File: src/rtl/l2_wb_pkg.sv
// Shared types and constants for the L2 writeback buffer.
// Line/beat geometry, the stored entry layout and the drain FSM state encoding.
package l2_wb_pkg;

  localparam int unsigned LineW    = 256;
  localparam int unsigned BeatW    = 64;
  localparam int unsigned Beats    = LineW / BeatW;
  localparam int unsigned BeatCntW = $clog2(Beats);
  localparam int unsigned TagW     = 27;

  typedef struct packed {
    logic [TagW-1:0]  tag;
    logic [LineW-1:0] line;
  } wb_entry_t;

  typedef enum logic [0:0] {
    IDLE,
    BURST
  } wb_state_t;

endpackage

File: src/rtl/l2_wb_drain_fsm.sv
// Drain sequencer: walks the head line out as a 4-beat memory burst and pops it on the last
// accepted beat. Always spends one IDLE cycle between bursts.
module l2_wb_drain_fsm
  import l2_wb_pkg::*;
(
  input  logic                clk,
  input  logic                rst,
  input  logic                empty,
  input  logic                mem_resp,
  output logic                mem_write,
  output logic                pop,
  output logic [BeatCntW-1:0] beat_sel
);

  wb_state_t           state_q, state_d;
  logic [BeatCntW-1:0] cnt_q, cnt_d;
  logic                last_beat;

  assign last_beat = mem_resp && (cnt_q == BeatCntW'(Beats - 1));

  always_ff @(posedge clk or posedge rst) begin
    if (rst) begin
      state_q <= IDLE;
      cnt_q   <= '0;
    end else begin
      state_q <= state_d;
      cnt_q   <= cnt_d;
    end
  end

  always_comb begin
    state_d = state_q;
    cnt_d   = cnt_q;
    unique case (state_q)
      IDLE: begin
        if (!empty) begin
          state_d = BURST;
          cnt_d   = '0;
        end
      end
      BURST: begin
        // The counter wraps back to zero on the last beat.
        if (mem_resp) begin
          cnt_d = cnt_q + 1'b1;
          if (last_beat) state_d = IDLE;
        end
      end
      default: state_d = IDLE;
    endcase
  end

  always_comb begin
    mem_write = (state_q == BURST);
    pop       = mem_write && last_beat;
    beat_sel  = cnt_q;
  end

endmodule

File: src/rtl/l2_writeback_buffer.sv
// L2 writeback buffer: FIFO of evicted dirty lines drained as memory bursts, with a miss lookup.
// Define L2_WB_FORWARD_EN to return the youngest matching line on lkp_line.
module l2_writeback_buffer
  import l2_wb_pkg::*;
#(
  parameter int unsigned DEPTH  = 2,
  parameter int unsigned s_line = LineW,
  parameter int unsigned s_beat = BeatW
) (
  input  logic              clk,
  input  logic              rst,
  input  logic              wb_valid,
  output logic              wb_ready,
  input  logic [31:0]       wb_addr,
  input  logic [s_line-1:0] wb_line,
  input  logic [31:0]       lkp_addr,
  output logic              lkp_hit,
  output logic [s_line-1:0] lkp_line,
  output logic              mem_write,
  output logic [31:0]       mem_address,
  output logic [s_beat-1:0] mem_wdata,
  input  logic              mem_resp,
  output logic              empty
);

  localparam int unsigned IdxW = $clog2(DEPTH);
  localparam int unsigned PtrW = IdxW + 1;

  wb_entry_t           entries_q [DEPTH];
  wb_entry_t           entries_d [DEPTH];
  logic [PtrW-1:0]     head_q, head_d, tail_q, tail_d, count;
  logic                full, push, pop;
  logic [BeatCntW-1:0] beat_sel;
  logic [IdxW-1:0]     lkp_idx;
  wb_entry_t           head_entry;
  logic                unused_addr_bits;

  assign unused_addr_bits = ^{wb_addr[4:0], lkp_addr[4:0]};

  assign full       = (head_q[IdxW] != tail_q[IdxW]) && (head_q[IdxW-1:0] == tail_q[IdxW-1:0]);
  assign empty      = (head_q == tail_q);
  assign wb_ready   = !full;
  assign push       = wb_valid && !full;
  assign count      = tail_q - head_q;
  assign head_entry = entries_q[head_q[IdxW-1:0]];

  always_comb begin
    head_d = head_q + PtrW'(pop);
    tail_d = tail_q + PtrW'(push);
  end

  always_ff @(posedge clk or posedge rst) begin
    if (rst) begin
      head_q <= '0;
      tail_q <= '0;
    end else begin
      head_q <= head_d;
      tail_q <= tail_d;
    end
  end

  always_comb begin
    entries_d = entries_q;
    if (push) entries_d[tail_q[IdxW-1:0]] = '{tag: wb_addr[31:5], line: wb_line};
  end

  // Payload storage needs no reset: validity comes from the pointers alone.
  always_ff @(posedge clk) begin
    entries_q <= entries_d;
  end

  l2_wb_drain_fsm u_drain_fsm (
    .clk       (clk),
    .rst       (rst),
    .empty     (empty),
    .mem_resp  (mem_resp),
    .mem_write (mem_write),
    .pop       (pop),
    .beat_sel  (beat_sel)
  );

  always_comb begin
    mem_address = '0;
    mem_wdata   = '0;
    if (mem_write) begin
      mem_address = {head_entry.tag, 5'b0};
      mem_wdata   = head_entry.line[32'(beat_sel) * s_beat +: s_beat];
    end
  end

  // Scan oldest to youngest so the last match (youngest) wins.
  always_comb begin
    lkp_hit  = 1'b0;
    lkp_line = '0;
    lkp_idx  = '0;
    for (int unsigned k = 0; k < DEPTH; k++) begin
      lkp_idx = head_q[IdxW-1:0] + IdxW'(k);
      if ((PtrW'(k) < count) && (entries_q[lkp_idx].tag == lkp_addr[31:5])) begin
        lkp_hit = 1'b1;
`ifdef L2_WB_FORWARD_EN
        lkp_line = entries_q[lkp_idx].line;
`else
        lkp_line = '0;
`endif
      end
    end
  end

endmodule

File: config.mk
export PLATFORM = sky130hd
export DESIGN_NAME = l2_writeback_buffer
export DESIGN_NICKNAME = d
export VERILOG_FILES = /design/src/rtl/l2_wb_pkg.sv /design/src/rtl/l2_wb_drain_fsm.sv /design/src/rtl/l2_writeback_buffer.sv
export SDC_FILE = /design/constraint.sdc
export NUM_CORES = 1
export LEC_CHECK = 0
export BUFFER_PORTS_ARGS = -buffer_cell sky130_fd_sc_hd__buf_2
export CAP_MARGIN = 20
export CORE_ASPECT_RATIO = 0.9
export CORE_MARGIN = 5
export CORE_UTILIZATION = 30
export DETAILED_ROUTE_END_ITERATION = 8
export PLACE_DENSITY = 0.62
export RECOVER_POWER = 50
export SYNTH_ARGS = -nofsm -noshare
export SYNTH_HDL_FRONTEND = slang
export SYNTH_SLANG_ARGS = --single-unit
File: constraint.sdc
create_clock -name clk -period 7.43 [get_ports clk]
set_input_delay 1.486 -clock clk [delete_from_list [all_inputs] [get_ports clk]]
set_output_delay 1.486 -clock clk [all_outputs]
set_load 0.03 [all_outputs]
# [After elaboration in Yosys (flattened, before gate mapping)]
# Index checks and enable logic that the tools add are counted.
[classes] addsub=5 n_mul=0 n_div=0 magnitude_cmp=6 eq_ne=8 n_shift=1 n_mux=20 bitwise_logic=4 reduce_logical=9
[ops] op="$mux W283" count=7
[ops] op="$bwmux W566" count=1
[ops] op="$demux W283 S1" count=1
[ops] op="$shiftx A256 B9 Y64" count=1
[ops] op="$mux W64" count=1
[ops] op="$eq A27 B27 Y1" count=2
[ops] op="$mux W32" count=1
[ops] op="$logic_and A1 B1 Y1" count=7
[ops] op="$ge A2 B2 Y1 const B" count=3
[ops] op="$not A1 Y2" count=3
[ops] op="$mux W1" count=5
[ops] op="$add A2 B1 Y2" count=2
[ops] op="$lt A1 B2 Y1 const A" count=2
[ops] op="$mux W2" count=2
[ops] op="$ne A2 B2 Y1 const B" count=2
[ops] op="$pmux W2 S2" count=1
[ops] op="$add A2 B1 Y2 const B" count=1
[ops] op="$eq A2 B2 Y1" count=1
[ops] op="$eq A2 B2 Y1 const B" count=1
[ops] op="$lt A2 B1 Y1 const B" count=1
[ops] op="$pmux W1 S2" count=1
[ops] op="$reduce_and A2 Y1" count=1
[ops] op="$sub A2 B2 Y2" count=1
[ops] op="$add A1 B1 Y1 const B" count=1
[ops] op="4 further kinds" count=4
[word_totals] ff_bits=573 latch_bits=0 ram_bits=0 rom_bits=0 input_bits=324 out_inout_bits=356 word_cells=61 n_memories=0

# [Depth between registers and ports, before layout]
[depth] ltp_word=8 ltp_mapped=8 mapped_depth_nobuf=7

# [By module]
# From an unflattened synthesis, not the netlist that was laid out.
[hier_totals] cells_unflattened=1321 area_unflattened_um2=24808.8
[modules_own_cells] module="l2_writeback_buffer" n_inst=1 cells_per_inst=1307 area_per_inst_um2=24659.9 seq_area_each_um2=17096.4
[modules_own_cells] module="l2_wb_drain_fsm" n_inst=1 cells_per_inst=14 area_per_inst_um2=148.9 seq_area_each_um2=75.1

# [Least setup slack after synthesis]
# OpenSTA, ideal clock, no wires.
[synth_path] path_kind="input to register" from="input wb_valid" to="register entries_q[0] (netlist bit) (enable)" setup_time_ns=0.684 t_arrival_ns=8.150 t_required_ns=6.746 setup_slack_ns=-1.404 cell_stages=2 n_path_buf=0 path_cell_list="and2_1 -> ha_1"
[synth_between] elab_chain_len=1
[synth_rtl] item="start, declared" line_no="l2_writeback_buffer.sv:12" rtl="input logic wb_valid,"
[synth_rtl] item="$logic_and A1 B1 Y1" line_no="l2_writeback_buffer.sv:43" rtl="assign push = wb_valid && !full;"
[synth_rtl] item="end signal, assigned" line_no="l2_writeback_buffer.sv:69" rtl="entries_q <= entries_d;"
[synth_rtl] item="end, declared" line_no="l2_writeback_buffer.sv:29" rtl="wb_entry_t entries_q [DEPTH];"
# No other way between the ends.
# A chain may end at the register's enable or synchronous reset.

# [Worst setup path in the final report]
[layout_path] from="register head_q[0]" to="output mem_wdata[13]"
[layout_between] elab_chain_len=6
[layout_rtl] item="start, declared" line_no="l2_writeback_buffer.sv:31" rtl="logic [PtrW-1:0] head_q, head_d, tail_q, tail_d, count;"
[layout_rtl] item="start signal, assigned" line_no="l2_writeback_buffer.sv:54" rtl="head_q <= '0;"
[layout_rtl] item="start signal, assigned" line_no="l2_writeback_buffer.sv:57" rtl="head_q <= head_d;"
[layout_rtl] item="$not A1 Y2 (not written as such)" line_no="l2_writeback_buffer.sv:45" rtl="assign head_entry = entries_q[head_q[IdxW-1:0]];"
[layout_rtl] item="$mux W283 (not written as such) (3 in a row)" line_no="l2_writeback_buffer.sv:45"
[layout_rtl] item="$shiftx A256 B9 Y64" line_no="l2_writeback_buffer.sv:87" rtl="mem_wdata = head_entry.line[32'(beat_sel) * s_beat +: s_beat];"
[layout_rtl] item="$mux W64" line_no="l2_writeback_buffer.sv:85" rtl="if (mem_write) begin"
[layout_rtl] item="end, declared" line_no="l2_writeback_buffer.sv:21" rtl="output logic [s_beat-1:0] mem_wdata,"
# No other way between the ends. The select of a mux whose other input is x is not followed.

==> summary.txt <==
Global routing
  • Tot GR Track Use: 0.121
  • Initial antenna violation count: 40
  • Vias in the first global route: 13.0k
  • First-pass GRT wire length: 80,200 um
  • Gr ovfl total: 0
  • Largest net degree at the start of global routing: 165

Cells and area
  • Area growth syn-to-layout: 16.2%
  • Final core occ: 0.350
  • Layout cells sized above 1: 0.267
  • Fin nets: 2,081

STA
  • Final worst path period share: 0.745
  • Fin Setup TNS: 0 ns
  • Worst slew pin tran: 1.80 ns
  • Fin crit period: 5.53 ns
  • Worst rel slew slack: -0.200
  • Max Fclk: 181 MHz
  • Fin. max-slew vios: 57
  • RSZ-0062 raised after global routing: false
  • Final setup viols: 0
  • Hold Vio Cnt, Final: 0
  • Maximum clock skew at final layout: 0.0304 ns

Floorplan
  • Core ar.: 82,300 um^2
  • Starting density of the core: 0.301
  • FP Rows: 100
  • Die area: 88,500 um^2
  • Die height: 283 um
  • Num ports: 680
  • Die X-Extent: 313 um

Clocking
  • CTS root buffer: clkbuf_16
  • CTS tree: yes
  • TritonCTS Buffers: 61
  • Worst-path clk slew: 0.06 ns
  • Worst-skew pair later-pin latency: 0.61 ns
  • H-tree depth: 2
  • Post-CTS Setup Inserts: 0
  • Clk buf depth: 3
  • Post-CTS Hold Buffers: 0
  • Clk sink count: 573
  • Resized Gates After CTS: 0

Critical path
  • Most used cell, CP: buf_4
  • Top delay family on crit path: buffers and inverters
  • Crit Path Max Fanout: 56
  • Max incr delay on CP: 1.05 ns
  • Crit path buf inv count: 3
  • Cells along the critical path: buf_4 -> buf_4 -> mux4_2 -> mux2i_1 -> nor2b_1 -> buf_2
  • Crit end category: output pin
  • CP Launch Type: flip-flop
  • Critical Path AT: 4.05 ns
  • Critical Path RT: 5.94 ns
  • Crit path max-delay cell type: dfrtp_4
  • Crit path kind: flip-flop to output pin

Drt
  • DRT Pass-1 Iters: 5
  • DR vias: 12.3k
  • DRT Wirelength: 56,900 um
  • DRC viols: 0
  • Post-route ant nets: 0
  • Routed len/inst: 19.7 um
  • 1st-iter DRT viols: 692
  • DR vias/cell: 4.27

Synth
  • Synthesized area: 24,800 um^2
  • Largest area contributor in the netlist: edfxtp_1
  • #FFs+latches synth: 573
  • Most common cell in the netlist: edfxtp_1
  • EDFF count, synth: 566
  • Cells after Synth: 1,320
  • Register area share after synthesis: 0.692
  • Post-Syn Area per Cell: 18.8 um^2
  • Async S/R FF share, synth: 0.0122
  • Post-synth top flop: edfxtp_1
  • Most frequent cells after synthesis: edfxtp_1 (566), buf_4 (261), mux4_2 (128)
  • Synth top area share: 0.685
  • Post-synth cell types: 27
  • Synth top area cells: edfxtp_1 (69%), mux4_2 (12%), buf_4 (7.9%)
  • Synth warn: 0

Pwr
  • Worst vdd ir: 0.339 mV
  • Pwr dens: 444 nW/um^2
  • Leak: 10.3 nW

Flow run
  • Max-cap violations: 2

Run status
  • Failing checks: max-capacitance violations, max-slew violations
  • Outcome: complete, but fails checks

Placement
  • PortBufs: 408
  • Detailed Place HPWL: 39,700 um
  • GPL Wtd Cong: 0.790

Hold path
  • Hold crit path type: flip-flop to flip-flop
stage by stage:
stage | total power [mW] | setup slack, ns | cell area [um^2] | instances | hold slack (ns)
finish | 12.8 | 1.90 | 28800 | 2887 | 0.497
global placement | 10.1 | 2.42 | 27100 | 2760 | 0.474
CTS | 13.1 | 1.72 | 29000 | 2870 | 0.501
detailed placement | 10.2 | 2.37 | 27100 | 2760 | 0.493
floorplan | 8.92 | 1.73 | 25800 | 1580 | 0.460
global route | 13.5 | 1.56 | 28800 | 2878 | 0.522
placed cells by master, fill, tap and decap left out:
cell,netlist,routed
clkbuf_16,0,62
and2b_1,1,1
inv_6,0,4
and3_1,1,1
clkinv_1,0,20
o41ai_1,1,1
inv_1,5,5
or2_0,0,1
nor2b_1,90,90
and2_0,0,1
o21ai_0,1,1
buf_12,0,4
nand2_1,3,3
xnor2_1,27,27
nor4_1,7,7
nand4_1,9,9
bufinv_16,0,2
buf_4,261,9
clkinv_2,0,8
dfrtp_1,7,3
xor2_1,31,31
clkbuf_1,28,162
a2111oi_0,1,1
ha_1,5,5
a32o_1,1,1
buf_2,14,256
edfxtp_1,566,566
conb_1,1,261
clkinv_4,0,1
mux4_2,128,128
diode_2,0,17
inv_8,0,2
mux2i_1,119,119
nor2_1,2,2
dfrtp_4,0,4
clkinv_16,0,1
worst paths after layout:
check / cells after the start / endpoint / slack (ns) / startpoint
max: 6 / mem_wdata[13] / 1.90 / head_q[0]
min: 1 / head_q[1] / 0.50 / head_q[1]
max reg2reg: 6 / entries_q[459] / 2.34 / head_q[0]
min reg2reg: 1 / head_q[1] / 0.50 / head_q[1]
max in group asynchronous: 2 / head_q[0] / 6.33 / rst
min in group asynchronous: 2 / u_drain_fsm.beat_sel[1] / 0.83 / rst
layer usage:
layer	part of all wire	global-route usage	vias to the layer above
met4	0.023	0.0289	46
li1	-	-	5486
met5	0.0055	0	-
met3	0.10	0.0516	131
met1	0.33	0.124	6172
met2	0.54	0.228	506
flip-flops by register name, indices dropped and copies added, names as in the netlist:
| register | cells |
|---|---|
| head_q | 2 |
| u_drain_fsm.mem_write | 1 |
| entries_q | 566 |
| u_drain_fsm.beat_sel | 2 |
| tail_q | 2 |
where the power goes:
group / internal [mW] / switching, mW / leakage, nW
Combinational: 1.79 / 3.09 / 4.01
Clock: 1.59 / 1.20 / 0.913
Sequential: 4.70 / 0.432 / 5.33
Total: 8.09 / 4.72 / 10.3
cell families after synthesis:
| group | synth area share |
|---|---|
| xor+xnor | 0.0205 |
| mux | 0.164 |
| buf+inv | 0.0903 |
| flops | 0.692 |
| fa+ha+maj | 0.00252 |
| compound gates | 0.00131 |
| other cells | 0.000151 |
| simple gates | 0.0286 |
cell type report:
type | count | area [um^2]
Clock buffer | 72 | 1590
Tap cell | 1071 | 1340
Fill cell | 7866 | 53500
Clock inverter | 38 | 272
Multi-Input combinational cell | 690 | 6360
Timing Repair Buffer | 421 | 2000
Inverter | 5 | 18.8
Antenna cell | 17 | 42.5
Sequential cell | 573 | 17200
worst reg2reg max path: stages (launching register included):
cell	delay, ns
dfrtp_4	1.05
buf_4	0.66
ha_1	0.41
nand2_1	0.09
and2_0	0.16
ha_1	1.38
buf_12	0.68
No activity file was read; power rests on OpenSTA's default activity.
